**src/rtl/tmds_pkg.sv**
```systemverilog
// Shared TMDS definitions: control-token codes, symbol width and receiver FSM states.
// The token constants are shared with the encoder, so both ends agree on the code words.
package tmds_pkg;
   localparam int SYM_W = 10;

   localparam logic [SYM_W-1:0] TOK_00 = 10'b0010101011;
   localparam logic [SYM_W-1:0] TOK_01 = 10'b1101010100;
   localparam logic [SYM_W-1:0] TOK_10 = 10'b0010101010;
   localparam logic [SYM_W-1:0] TOK_11 = 10'b1101010101;

   typedef enum logic {
      SEARCH = 1'b0,
      LOCKED = 1'b1
   } state_t;
endpackage

```
**src/rtl/tmds_symbol_decoder.sv**
```systemverilog
// Combinational TMDS symbol decoder: recognises control tokens, else undoes the
// DC-balance inversion and the XOR/XNOR transition chain to recover the data byte.
module tmds_symbol_decoder
   import tmds_pkg::*;
(
   input  logic [SYM_W-1:0] i_sym,
   output logic             o_is_token,
   output logic             o_c1,
   output logic             o_c0,
   output logic [7:0]       o_d
);

   logic [7:0] w_t;
   logic [6:0] w_x;

   assign w_t = i_sym[9] ? ~i_sym[7:0] : i_sym[7:0];
   assign w_x = w_t[7:1] ^ w_t[6:0];

   always_comb begin
      o_is_token = 1'b1;
      o_c1       = 1'b0;
      o_c0       = 1'b0;
      o_d        = 8'd0;
      case (i_sym)
         TOK_00: begin o_c1 = 1'b0; o_c0 = 1'b0; end
         TOK_01: begin o_c1 = 1'b0; o_c0 = 1'b1; end
         TOK_10: begin o_c1 = 1'b1; o_c0 = 1'b0; end
         TOK_11: begin o_c1 = 1'b1; o_c0 = 1'b1; end
         default: begin
            o_is_token = 1'b0;
            o_d        = {(i_sym[8] ? w_x : ~w_x), w_t[0]};
         end
      endcase
   end

endmodule

```
**src/rtl/tmds_channel_receiver.sv**
```systemverilog
// One TMDS receive channel: aligns the free-running deserializer word to the symbol
// boundary using control-token runs, then decodes pixel data / control pairs.
module tmds_channel_receiver
   import tmds_pkg::*;
#(
   parameter int LOCK_TOKENS   = 8,
   parameter int SEARCH_WINDOW = 1024
) (
   input  logic             pix_clk,
   input  logic             rst,
   input  logic [SYM_W-1:0] raw_in,
   output logic [7:0]       d_out,
   output logic             de_out,
   output logic             c0_out,
   output logic             c1_out,
   output logic             locked,
   output logic [3:0]       bit_offset,
   output logic [7:0]       lock_loss_cnt
);

   localparam int RUN_W = $clog2(LOCK_TOKENS + 1);
   localparam int WIN_W = $clog2(SEARCH_WINDOW);

   logic [SYM_W-1:0] r_prev, r_cur;
   logic [3:0]       r_offset;
   logic [RUN_W-1:0] r_run;
   logic [WIN_W-1:0] r_win;
   logic             r_seen;
   logic [7:0]       r_loss;
   state_t           r_state, w_state_next;

   logic [19:0]      w_win;
   logic [4:0]       w_msb;
   logic [SYM_W-1:0] w_sym;
   logic             w_tok, w_c1, w_c0;
   logic [7:0]       w_d;
   logic             w_hit, w_wend, w_adv, w_loss, w_seen_set, w_seen_clr;
   logic [3:0]       w_off_next;

   // Offset k selects the 10 bits starting k bits into the older word.
   assign w_win = {r_prev, r_cur};
   assign w_msb = 5'd19 - {1'b0, r_offset};
   assign w_sym = w_win[w_msb -: SYM_W];

   tmds_symbol_decoder u_dec (
      .i_sym      (w_sym),
      .o_is_token (w_tok),
      .o_c1       (w_c1),
      .o_c0       (w_c0),
      .o_d        (w_d)
   );

   assign w_hit      = w_tok && (r_run == RUN_W'(LOCK_TOKENS - 1));
   assign w_wend     = (r_win == WIN_W'(SEARCH_WINDOW - 1));
   assign w_off_next = (r_offset == 4'd9) ? 4'd0 : r_offset + 4'd1;

   always_ff @(posedge pix_clk) begin
      if (rst) r_state <= SEARCH;
      else     r_state <= w_state_next;
   end

   always_comb begin
      w_state_next = r_state;
      case (r_state)
         SEARCH:  if (w_hit) w_state_next = LOCKED;
         LOCKED:  if (w_wend && !(r_seen || w_hit)) w_state_next = SEARCH;
         default: w_state_next = SEARCH;
      endcase
   end

   // A run hit coinciding with a window end keeps (or takes) the lock.
   always_comb begin
      w_adv      = 1'b0;
      w_loss     = 1'b0;
      w_seen_set = 1'b0;
      w_seen_clr = 1'b0;
      case (r_state)
         SEARCH: begin
            if (w_hit)       w_seen_clr = 1'b1;
            else if (w_wend) w_adv      = 1'b1;
         end
         LOCKED: begin
            if (w_wend) begin
               if (r_seen || w_hit) begin
                  w_seen_clr = 1'b1;
               end else begin
                  w_adv  = 1'b1;
                  w_loss = 1'b1;
               end
            end else if (w_hit) begin
               w_seen_set = 1'b1;
            end
         end
         default: ;
      endcase
   end

   always_ff @(posedge pix_clk) begin
      if (rst) begin
         r_prev   <= '0;
         r_cur    <= '0;
         r_offset <= 4'd0;
         r_run    <= '0;
         r_win    <= '0;
         r_seen   <= 1'b0;
         r_loss   <= 8'd0;
      end else begin
         r_prev <= r_cur;
         r_cur  <= raw_in;
         if (w_adv) begin
            r_offset <= w_off_next;
            r_run    <= '0;
         end else if (w_tok) begin
            if (r_run != RUN_W'(LOCK_TOKENS)) r_run <= r_run + 1'b1;
         end else begin
            r_run <= '0;
         end
         if (w_wend || (w_state_next != r_state)) r_win <= '0;
         else                                     r_win <= r_win + 1'b1;
         if (w_seen_clr)      r_seen <= 1'b0;
         else if (w_seen_set) r_seen <= 1'b1;
         if (w_loss && (r_loss != 8'hFF)) r_loss <= r_loss + 8'd1;
      end
   end

   // Gating follows the state being entered, so the run-hit token is the first valid output.
   always_ff @(posedge pix_clk) begin
      if (rst || (w_state_next != LOCKED)) begin
         d_out  <= 8'd0;
         de_out <= 1'b0;
         c1_out <= 1'b0;
         c0_out <= 1'b0;
      end else begin
         d_out  <= w_d;
         de_out <= ~w_tok;
         c1_out <= w_c1;
         c0_out <= w_c0;
      end
   end

   assign locked        = (r_state == LOCKED);
   assign bit_offset    = r_offset;
   assign lock_loss_cnt = r_loss;

endmodule

```
**config.mk**
```make
export PLATFORM = sky130hd
export DESIGN_NAME = tmds_channel_receiver
export DESIGN_NICKNAME = d
export VERILOG_FILES = /design/src/rtl/tmds_pkg.sv /design/src/rtl/tmds_symbol_decoder.sv /design/src/rtl/tmds_channel_receiver.sv
export SDC_FILE = /design/constraint.sdc
export NUM_CORES = 1
export LEC_CHECK = 0
export CAP_MARGIN = 20
export CORE_UTILIZATION = 50
export DETAILED_ROUTE_END_ITERATION = 10
export PLACE_DENSITY = 0.71
export SYNTH_ARGS = -nofsm -noshare
export SYNTH_HDL_FRONTEND = slang
export SYNTH_SLANG_ARGS = --single-unit
```
**constraint.sdc**
```tcl
create_clock -name pix_clk -period 4.88 [get_ports pix_clk]
set_input_delay 0.976 -clock pix_clk [delete_from_list [all_inputs] [get_ports pix_clk]]
set_output_delay 0.976 -clock pix_clk [all_outputs]
set_load 0.02 [all_outputs]
```
Yosys cells after proc, flatten, opt, wreduce, memory -nomap -nowiden
Cells that the tools add are included.
W data, S select, Z words.
{"block": "word_totals", "regBits": 59, "out_inout_bits": 24, "wordCells": 68}
{"block": "classes", "reduce_logical": 14, "shifts": 1, "n_eq_ne": 10, "n_mux": 20, "n_bitwise": 6, "addsub": 5}
{"operator": "$eq A10 B10 Y1 const B", "n": 3}
{"operator": "$shiftx A29 B6 Y10", "n": 1}
{"operator": "$eq A10 B8 Y1 const B", "n": 2}
{"operator": "$mux W1", "n": 14}
{"operator": "$add A10 B1 Y10 const B", "n": 1}
{"operator": "$add A4 B1 Y4 const B", "n": 2}
{"operator": "$add A8 B1 Y8 const B", "n": 1}
{"operator": "$mux W8", "n": 1}
{"operator": "$ne A8 B8 Y1 const B", "n": 1}
{"operator": "$not A8 Y8", "n": 1}
{"operator": "$reduce_or A2 Y1", "n": 4}
{"operator": "$mux W7", "n": 1}
{"operator": "$not A7 Y7", "n": 1}
{"operator": "$xor A7 B7 Y7", "n": 1}
{"operator": "$pmux W1 S2", "n": 3}
{"operator": "$reduce_or A5 Y1", "n": 1}
{"operator": "$sub A5 B4 Y5 const A", "n": 1}
{"operator": "$eq A4 B3 Y1 const B", "n": 1}
{"operator": "$eq A4 B4 Y1 const B", "n": 1}
{"operator": "$mux W4", "n": 1}
{"operator": "$ne A4 B4 Y1 const B", "n": 1}
{"operator": "$reduce_or A4 Y1", "n": 1}
{"operator": "$logic_and A1 B1 Y1", "n": 3}
{"operator": "$logic_or A1 B1 Y1", "n": 3}
{"operator": "other kinds (4)", "n": 6}

Longest topological paths before layout
Gate-level depths: netlist of run 1.
{"block": "logic_depth", "depth_word": 14, "depth_mapped": 15}

Cells and area by module
A second synthesis of run 1 with hierarchy kept.
{"block": "unflattened", "cells_unflattened": 395, "hier_area_um2": 3589.7}
{"mod": "tmds_channel_receiver", "seq_area_each_um2": 1181.1, "cells_per_inst": 360, "n_inst": 1, "area_per_inst_um2": 3323.2}
{"mod": "tmds_symbol_decoder", "seq_area_each_um2": 0.0, "cells_per_inst": 35, "n_inst": 1, "area_per_inst_um2": 266.5}

Least setup slack after synthesis of run 1
OpenSTA, ideal clock, no wires.
{"block": "synth_timing", "kind": "register to register", "start": "reg r_offset[2] (netlist: bit_offset[2])", "end": "reg r_loss[3] (netlist: lock_loss_cnt[3])", "path_buffers": 4, "setup_time_ps": 123, "period_less_slack_ps": 3686, "path_stages_with_launch": 14, "slack_ps": 1194, "t_required_ps": 4757, "arrival_ps": 3563, "cell_sequence": "dfxtp_1 buf_2 inv_2 ha_1 buf_2 buf_2 clkbuf_1 nand4_1 a32oi_4 nand3_1 or4_4 a21o_1 nand4_1 mux2_1"}
{"block": "synth_between", "elab_chain_len": 11, "elab_cells_between_ends": 14, "classes_between": "1 x add/sub; 4 x eq/ne; 1 x shift; 4 x mux; 4 x reduce/logical"}
{"item": "from (decl)", "line": "tmds_channel_receiver.sv:25", "source": "logic [3:0] r_offset;"}
{"item": "from (signal assigned)", "line": "tmds_channel_receiver.sv:111", "source": "r_offset <= w_off_next;"}
{"item": "$sub A5 B4 Y5 (*)", "line": "tmds_channel_receiver.sv:42", "source": "assign w_msb = 5'd19 - {1'b0, r_offset};"}
{"item": "$shiftx A29 B6 Y10 (*)", "line": "tmds_channel_receiver.sv:43", "source": "assign w_sym = w_win[w_msb -: SYM_W];"}
{"item": "$eq A10 B8 Y1 or $eq A10 B10 Y1 (tied branches)", "line": "tmds_symbol_decoder.sv:24", "source": "case (i_sym)"}
{"item": "$reduce_or A4 Y1 (no line) (*)"}
{"item": "$mux W1 (*)", "line": "tmds_symbol_decoder.sv:24"}
{"item": "$logic_and A1 B1 Y1 (*)", "line": "tmds_channel_receiver.sv:53", "source": "assign w_hit = w_tok && (r_run == RUN_W'(LOCK_TOKENS - 1));"}
{"item": "$logic_or A1 B1 Y1 (*)", "line": "tmds_channel_receiver.sv:84", "source": "if (r_seen || w_hit) begin"}
{"item": "$mux W1 (*)", "line": "tmds_channel_receiver.sv:84"}
{"item": "$mux W1 (*)", "line": "tmds_channel_receiver.sv:83", "source": "if (w_wend) begin"}
{"item": "$mux W1 (*)", "line": "tmds_channel_receiver.sv:77", "source": "case (r_state)"}
{"item": "$logic_and A1 B1 Y1 (*)", "line": "tmds_channel_receiver.sv:122", "source": "if (w_loss && (r_loss != 8'hFF)) r_loss <= r_loss + 8'd1;"}
{"item": "to (signal assigned)", "line": "tmds_channel_receiver.sv:122"}
{"item": "to (decl)", "line": "tmds_channel_receiver.sv:29", "source": "logic [7:0] r_loss;"}
Every way passes the cells marked *; elsewhere a longest branch is shown, timed or not.
A chain may end at the register's enable or synchronous reset.

Worst setup path in the final report of run 1
{"block": "layout_timing", "start": "reg r_offset[0] (netlist: bit_offset[0])", "end": "reg r_loss[5] (netlist: lock_loss_cnt[5])"}
The elaborated chain is that of the path after synthesis.

==> impl_metrics.env, run 1 <==
export IMPL_outcome="completed"
export IMPL_synth_seq_area_share_pct=31.3
export IMPL_cpPeakStageDelay_ps=900
export IMPL_cts_tree="yes"
export IMPL_fillers=654
export IMPL_fp_dieW_um=88.9
export IMPL_viasPerCell=6.02
export IMPL_dp_hpwl_um=6350
export IMPL_cts_buffers=9
export IMPL_grt_overflow_total=0
export IMPL_pwr_share_clk_pct=43.6
export IMPL_nets=445
export IMPL_critical_path_slowest_cell="dfxtp_1"
export IMPL_cp_start_kind="flop"
export IMPL_syn_nets=416
export IMPL_synth_compound_gate_area_share_pct=12.9
export IMPL_grt_setup_unrepaired="false"
export IMPL_required_ps=5110
export IMPL_tns_ps=0
export IMPL_antenna_left=0
export IMPL_worst_slew_margin_rel_pct=40.4
export IMPL_drtIter0Drc=231
export IMPL_setup_violations=0
export IMPL_peakVddDrop_v=0.000280
export IMPL_cp_arrival_ps=3950
export IMPL_cts_max_path_buffers=2
export IMPL_multi_input_area_mm2=0.00242
export IMPL_insertion_delay_ps=340
export IMPL_drc_errors=0
export IMPL_critPathBufInv=0
export IMPL_grt_pass1_vias=3048
export IMPL_cts_root_buf="clkbuf_8"
export IMPL_postCtsSetupBuffers=0
export IMPL_synthArstFlopShare_pct=0
export IMPL_dr_pass1_iters=5
export IMPL_ys_ff_latch=59
export IMPL_grt_pass1_wl_um=14700
export IMPL_yosys_area_share_simple_pct=22.8
export IMPL_synthToLayoutAreaGrowth_pct=16.1
export IMPL_portBuffers=35
export IMPL_synth_warnings=0
export IMPL_crit_type="flop to flop"
export IMPL_rows=31
export IMPL_drive_above_1_share_pct=13.9
export IMPL_die_area_mm2=0.00791
export IMPL_hold_viol_final=0
export IMPL_die_h_um=88.9
export IMPL_internal_power_uw=870
export IMPL_htree_levels=3
export IMPL_critical_path_top_delay_family="multiplexers"
export IMPL_synthAdderAreaFrac_pct=1.99
export IMPL_leakagePower_nw=1.58
export IMPL_switching_share_pct=24.6
export IMPL_routedWlPerCell_um=16.9
export IMPL_worst_pin_slew_ps=893
export IMPL_start_util_pct=51.8
export IMPL_switching_power_uw=284
export IMPL_n_antenna_cell=0
export IMPL_slew_violations=0
export IMPL_path_cells="mux4_2 -> mux2_2 -> o211a_1 -> nor3_4 -> nand3_1 -> or4_4 -> a21o_1 -> nand4_1 -> mux2_1"
export IMPL_grt_max_degree=51
export IMPL_critPathMaxFanout=23
export IMPL_synth_xor_area_share_pct=6.26
export IMPL_synth_ff_type="dfxtp_1"
export IMPL_antenna_found_initial=0
export IMPL_muxShareOfSynthArea_pct=20.1
export IMPL_synth_top_family_by_area="simple AND/OR/NAND/NOR gates"
export IMPL_coreArea_mm2=0.00729
export IMPL_hold_class="flop to flop"
export IMPL_gp_congestion=0.958
export IMPL_synth_cell_types=71
export IMPL_cp_end_kind="flop"
export IMPL_post_route_period_util_pct=76.2
export IMPL_synth_area_mm2=0.00378
export IMPL_fin_skew_ps=5.97
export IMPL_syn_area_per_cell_um2=9.49
export IMPL_grt_usage_pct=24.8
export IMPL_cts_sinks=59
export IMPL_netlist_instances=398
export IMPL_final_common_cell="dfxtp_1"
export IMPL_pwr_share_seq_pct=44.1
export IMPL_num_vias=3188
export IMPL_power_density_mw_per_mm2=263
export IMPL_cts_resized=0
export IMPL_fin_crit_ps=3720
export IMPL_fmax_mhz=269
export IMPL_hold_buffers=0
export IMPL_synth_edff_count=0
export IMPL_final_util_pct=60.1
export IMPL_routed_wl_um=8950
export IMPL_layout_common_cells="dfxtp_1 (58), nor2_1 (40), clkdlybuf4s50_1 (35)"
export IMPL_ff_latch_area_mm2=0.00118
export IMPL_io_pins=36
export IMPL_maxCapViolations=0
export IMPL_path_clk_slew_ps=70
export IMPL_p_comb_share_pct=12.3
[power groups by stage]
stage	logic [mW]	clock network [mW]	registers, mW
global route	0.153	0.533	0.510
CTS	0.139	0.513	0.508
floorplan	0.105	0	0.513
finish	0.141	0.504	0.509
detailed placement	0.138	0	0.519
global placement	0.137	0	0.518
[Yosys cell counts (7+ instances only)]
| library cell | number | area, µm² |
|---|---|---|
| a21oi_1 | 10 | 50.1 |
| and3_1 | 7 | 43.8 |
| buf_2 | 11 | 55.1 |
| dfxtp_1 | 59 | 1180 |
| inv_1 | 9 | 33.8 |
| mux2_1 | 8 | 90.1 |
| mux2i_1 | 22 | 220 |
| mux4_2 | 17 | 383 |
| nand2_1 | 24 | 90.1 |
| nand3_1 | 20 | 100 |
| nor2_1 | 40 | 150 |
| nor2b_1 | 28 | 175 |
| o21ai_0 | 10 | 50.1 |
| xnor2_1 | 16 | 140 |
| xor2_1 | 11 | 96.3 |
[final cells by class]
| type | instances | share of cell area (%) |
|---|---|---|
| Multi-Input combinational cell | 306 | 55.2 |
| Sequential cell | 59 | 27.0 |
| Timing Repair Buffer | 41 | 9.02 |
| Clock buffer | 11 | 3.45 |
| Tap cell | 99 | 2.82 |
| Clock inverter | 4 | 1.68 |
| Inverter | 10 | 0.856 |
[per-layer routing]
| metal | global-route usage (%) | routed length [µm] | up-vias |
|---|---|---|---|
| li1 | - | - | 1505 |
| met1 | 31.8 | 3960 | 1528 |
| met2 | 37.5 | 4100 | 121 |
| met3 | 7.29 | 551 | 34 |
| met4 | 13.6 | 338 | 0 |
| met5 | 0 | 0 | - |
[sequential cells by signal, summed over array words and instances, names as in the netlist]
signal         cells
r_win             10
d_out              8
r_run              4
r_seen             1
bit_offset         4
c1_out             1
r_cur             10
locked             1
lock_loss_cnt      8
c0_out             1
de_out             1
r_prev            10
[logic make-up after synthesis]
logic type | Yosys count
flops | 59
simple gates | 159
buf+inv | 33
xor+xnor | 27
fa+ha+maj | 6
compound gates | 61
mux | 53
[worst paths after layout]
check | startpoint | end | slack [ps] | cells after the start
worst max-delay path | bit_offset[0]$_SDFFE_PP0P_ | lock_loss_cnt[5]$_SDFFE_PP0P_ | 1160 | 9
worst min register to register | r_win[0]$_SDFF_PP0_ | r_win[0]$_SDFF_PP0_ | 470 | 1
worst min-delay path | r_win[0]$_SDFF_PP0_ | r_win[0]$_SDFF_PP0_ | 470 | 1
worst max register to register | bit_offset[0]$_SDFFE_PP0P_ | lock_loss_cnt[5]$_SDFFE_PP0P_ | 1160 | 9
[stage by stage]
step	hold slack, ps	cell area [µm²]	cells	power [mW]	setup WS, ps
floorplan	430	3780	398	0.618	1190
global placement	445	4160	515	0.656	1260
detailed placement	459	4160	515	0.657	1180
CTS	475	4390	530	1.16	1150
global route	490	4390	530	1.20	843
finish	471	4390	530	1.15	1160
Power figures use the tool's default switching activity.
==> run 2: changes to the inputs <==
--- a/config.mk
+++ b/config.mk
@@ -8,7 +8,7 @@
 export CAP_MARGIN = 20
 export CORE_UTILIZATION = 50
 export DETAILED_ROUTE_END_ITERATION = 10
-export PLACE_DENSITY = 0.71
+export PLACE_DENSITY = 0.74
 export SYNTH_ARGS = -nofsm -noshare
 export SYNTH_HDL_FRONTEND = slang
 export SYNTH_SLANG_ARGS = --single-unit
==> constraint.sdc (replaced) <==
create_clock -name pix_clk -period 3.3 [get_ports pix_clk]
set_input_delay 0.66 -clock pix_clk [delete_from_list [all_inputs] [get_ports pix_clk]]
set_output_delay 0.66 -clock pix_clk [all_outputs]
set_load 0.02 [all_outputs]
==> run 2 against run 1 <==
Clock power up 32%. Worst hold slack got worse by 2.6 ps. Core utilization increased by 2.7 points. Critical path depth grew 2. Fmax rose by 18%. Register-to-register slack worse by 1000 ps. Setup slack got worse by 1000 ps. Total power up 43%. Combinational power increased by 65%. First-iteration DRC count decreased by 23%. Critical endpoint unchanged.
==> impl_metrics.env, run 2 (synthesis results as in run 1) <==
export IMPL_outcome="completed"
export IMPL_grt_pass1_wl_um=15000
export IMPL_grt_usage_pct=25.3
export IMPL_nets=468
export IMPL_power_density_mw_per_mm2=359
export IMPL_portBuffers=35
export IMPL_fmax_mhz=317
export IMPL_maxCapViolations=0
export IMPL_die_h_um=88.9
export IMPL_cts_max_path_buffers=2
export IMPL_hold_class="flop to flop"
export IMPL_layout_common_cells="dfxtp_1 (56), nor2_1 (40), clkdlybuf4s50_1 (35)"
export IMPL_critical_path_top_delay_family="simple AND/OR/NAND/NOR gates"
export IMPL_die_area_mm2=0.00791
export IMPL_dr_pass1_iters=4
export IMPL_postCtsSetupBuffers=0
export IMPL_cp_end_kind="flop"
export IMPL_tns_ps=0
export IMPL_design_area_mm2=0.00458
export IMPL_antenna_left=0
export IMPL_power_mw=1.65
export IMPL_path_clk_slew_ps=60
export IMPL_cts_buffers=9
export IMPL_setup_violations=0
export IMPL_crit_type="flop to flop"
export IMPL_top_regs="r_cur x10, r_prev x10, r_win x10"
export IMPL_rows=31
export IMPL_critPathMaxFanout=14
export IMPL_path_cells="inv_2 -> ha_1 -> buf_6 -> mux2_2 -> o211a_1 -> nor3_4 -> nand3_1 -> or4_4 -> a21o_1 -> nand4_1 -> mux2_1"
export IMPL_critical_path_slowest_cell="or4_4"
export IMPL_worst_pin_slew_ps=524
export IMPL_fp_dieW_um=88.9
export IMPL_final_common_cell="dfxtp_1"
export IMPL_reg2reg_slack_ps=150
export IMPL_hold_buffers=0
export IMPL_grt_max_degree=32
export IMPL_n_antenna_cell=0
export IMPL_grt_overflow_total=0
export IMPL_routedWlPerCell_um=16.5
export IMPL_placed_area_mm2=0.00435
export IMPL_worst_slew_margin_rel_pct=64.9
export IMPL_hold_viol_final=0
export IMPL_insertion_delay_ps=330
export IMPL_cp_start_kind="flop"
export IMPL_drive_above_1_share_pct=19.4
export IMPL_dp_hpwl_um=6860
export IMPL_required_ps=3510
export IMPL_whs_ps=468
export IMPL_cts_sinks=59
export IMPL_cpPeakStageDelay_ps=430
export IMPL_cp_arrival_ps=3370
export IMPL_num_vias=3227
export IMPL_grt_pass1_vias=3046
export IMPL_synthToLayoutAreaGrowth_pct=21.4
export IMPL_cts_resized=0
export IMPL_leakagePower_nw=1.70
export IMPL_start_util_pct=51.8
export IMPL_htree_levels=3
export IMPL_viasPerCell=5.85
export IMPL_grt_setup_unrepaired="true"
export IMPL_coreArea_mm2=0.00729
export IMPL_cts_root_buf="clkbuf_8"
export IMPL_slew_violations=0
export IMPL_fin_crit_ps=3150
export IMPL_io_pins=36
export IMPL_peakVddDrop_v=0.000314
export IMPL_final_cell_count_no_fill=552
export IMPL_placedCellCount=538
export IMPL_fin_skew_ps=8.92
export IMPL_routed_wl_um=9130
export IMPL_drc_errors=0
export IMPL_post_route_period_util_pct=95.6
export IMPL_critPathBufInv=2
export IMPL_antenna_found_initial=0
export IMPL_drtIter0Drc=177
export IMPL_gp_congestion=1.01
export IMPL_cts_tree="yes"
run 2: area by class of cell:
cell class | instances | area (µm²)
clock buffer | 12 | 165
clock inverter | 2 | 35.0
fill | 649 | 2710
inverter | 10 | 37.5
multi-input combinational | 306 | 2450
sequential | 59 | 1190
tap | 99 | 124
timing repair buffer | 64 | 588
run 2: layer usage:
| metal | vias up | track usage, % | part of all wire (%) |
|---|---|---|---|
| li1 | 1557 | - | - |
| met1 | 1532 | 34.4 | 45 |
| met2 | 107 | 39.0 | 45 |
| met3 | 31 | 5.17 | 6.1 |
| met4 | 0 | 11.6 | 3.8 |
| met5 | - | 0 | 0 |
run 2: worst paths after layout:
path | start | endpoint | cells past startpoint
worst min register to register | r_win[0]$_SDFF_PP0_ | r_win[0]$_SDFF_PP0_ | 1
worst max-delay path | bit_offset[2]$_SDFFE_PP0P_ | lock_loss_cnt[5]$_SDFFE_PP0P_ | 11
worst min-delay path | r_win[0]$_SDFF_PP0_ | r_win[0]$_SDFF_PP0_ | 1
worst max register to register | bit_offset[2]$_SDFFE_PP0P_ | lock_loss_cnt[5]$_SDFFE_PP0P_ | 11
run 2: worst reg2reg max path, cell delays in order (launching register included):
cell and delay [ps]:
dfxtp_4 340, inv_2 30, ha_1 370, buf_6 190, mux2_2 350, o211a_1 240
nor3_4 300, nand3_1 110, or4_4 430, a21o_1 230, nand4_1 120, mux2_1 330
run 2: through the flow:
step / worst slack, ps / util [%]
6_report: 146 / 62.9
3_5_place_dp: 69.6 / 59.6
3_3_place_gp: 153 / 59.6
5_1_grt: -17.5 / 62.9
4_1_cts: 72.5 / 62.4
2_1_floorplan: 1.67 / -
run 2: power breakdown:
group	switching, mW	internal, mW	total (mW)
clock network	0.263	0.401	0.664
logic	0.120	0.113	0.233
registers	0.0235	0.727	0.751
==> run 3: changes to the inputs <==
--- a/config.mk
+++ b/config.mk
@@ -5,10 +5,10 @@
 export SDC_FILE = /design/constraint.sdc
 export NUM_CORES = 1
 export LEC_CHECK = 0
-export CAP_MARGIN = 20
 export CORE_UTILIZATION = 50
 export DETAILED_ROUTE_END_ITERATION = 10
 export PLACE_DENSITY = 0.74
+export SLEW_MARGIN = 20
 export SYNTH_ARGS = -nofsm -noshare
 export SYNTH_HDL_FRONTEND = slang
 export SYNTH_SLANG_ARGS = --single-unit
==> results of run 3 <==
Final layout, timing and power as in run 2 (identical DEF).
==> edit (flow settings as in run 3) <==
Set the parameter `SEARCH_WINDOW` to 2048 (it was 1024).
--- a/src/rtl/tmds_channel_receiver.sv
+++ b/src/rtl/tmds_channel_receiver.sv
@@ -5,5 +5,5 @@
 #(
    parameter int LOCK_TOKENS   = 8,
-   parameter int SEARCH_WINDOW = 1024
+   parameter int SEARCH_WINDOW = 2048
 ) (
    input  logic             pix_clk,
Behaviour: same outputs for any inputs over 10 cycles, from zero or initial values and one cycle with rst high; that may be too few to reach the edited logic, so the function may still have changed.
==> edit against run 3 <==
The flow now finishes with violations (negative setup slack); sequential cell count increased by 1; die area decreased by 0.39%; final area increased by 13%; count of clock-buffer cells in the layout unchanged; clock skew about the same; global-route usage increased by 2.5 points; hold slack got worse by 0.0085 ns; worst setup slack got worse by 0.21 ns; synthesized area decreased by 0.40%; combinational power increased by 50%; total power increased by 6.9%; sequential share of layout area decreased by 2.5 points; wire length increased by 17%; critical endpoint is now lock_loss_cnt[6]; largest cell class unchanged; largest power group unchanged; highest routed layer unchanged.
==> edit: results <==
[grt]
pin_count_of_the_biggest_net_entering_global_routing = 37
grtUsageMet2 = 0.440
first_global_vias = 3220
grt_usage = 0.278
global_route_met3_utilization = 0.0858
grt_use_met1 = 0.350

[timing]
finalHoldWorstSlack_ns = 0.460
setup_ws_ns = -0.0620
timing.slew.headroom = 0.582
fin_skew_ns = 0.00880
setup_viol_count_final = 16
fin_tns_setup_ns = -0.466

[synthesis]
yosys.area_share.adder = 0.0200
syn_nets = 428
muxShareOfSynthArea = 0.198
yosysSeqAreaShare = 0.319
synth_compound_area_frac = 0.127
ys_top_cells_by_area = sky130_fd_sc_hd__dfxtp_1 32%, sky130_fd_sc_hd__mux4_2 9.0%, sky130_fd_sc_hd__mux2_2 5.4%, sky130_fd_sc_hd__nor2b_1 5.3%, sky130_fd_sc_hd__nor2_1 4.3%
netlist_instances = 410
synth-xor-area-share = 0.0512

[final_layout]
fillerInstances = 492
multiInputGateArea_sq_um = 2580
reg_top3 = r_win: 11 flops, r_cur: 10 flops, r_prev: 10 flops
drive_above_1_share = 0.355
final_cells = 611

[worst_setup_path]
data_arrival_time_of_the_worst_path_ns = 3.60
reg2reg_setup_slack_ns = -0.06
worst_path_largest_cell_delay_ns = 0.56
timing.critical_path.max_delay_family = multiplexers
reg2reg_depth = 12
worstPathMaxFanout = 8
reg2reg_from = bit_offset[1]

[detailed_routing]
wl_met2_mm = 4.97
detailroute.wirelength.met3_um = 880
detail_route.wirelength.met1_mm = 4.46
via_per_inst = 5.93
drt_pre_antenna_iters = 5

[place]
hpwlAfterDp_mm = 6.80
dpl_cell_area_sq_um = 4560
global_placer_s_final_weighted_congestion = 1.03
post-place-ws_ns = -0.149

[power]
internal_power_uw = 1270
vdd_drop_max_v = 0.000344
powerDensity_nw_per_um2 = 340
clkPwrFrac = 0.370
power.sequential.total_uw = 760
power_leakage_uw = 0.00192

[status]
failing_checks = negative setup slack
run_status = finished with violations
edit: cell count changes in the layout (fill, tap and decap cells not counted), moves of 5 or more:
| cell | change |
|---|---|
| sky130_fd_sc_hd__nand3_1 | -6 |
| sky130_fd_sc_hd__mux2_1 | -8 |
| sky130_fd_sc_hd__mux2_2 | +12 |
| sky130_fd_sc_hd__buf_6 | +7 |
| sky130_fd_sc_hd__xor2_1 | -6 |
| sky130_fd_sc_hd__mux2_4 | +5 |
| sky130_fd_sc_hd__nor2b_1 | +5 |
| sky130_fd_sc_hd__mux2i_1 | -9 |
| sky130_fd_sc_hd__buf_4 | +40 |
edit: layout make-up:
type / count / share of cell area
inverter: 13 / 0.00990
tap: 99 / 0.0239
sequential: 60 / 0.234
clock inverter: 4 / 0.00579
multi-input combinational: 309 / 0.497
clock buffer: 12 / 0.0321
timing repair buffer: 114 / 0.197
edit: repair_timing:
item	4_1_cts	5_1_grt
pin swaps	17	22
buffers inserted	17	5
setup endpoints to repair	25	26
resized for setup	32	34
gates cloned	0	0
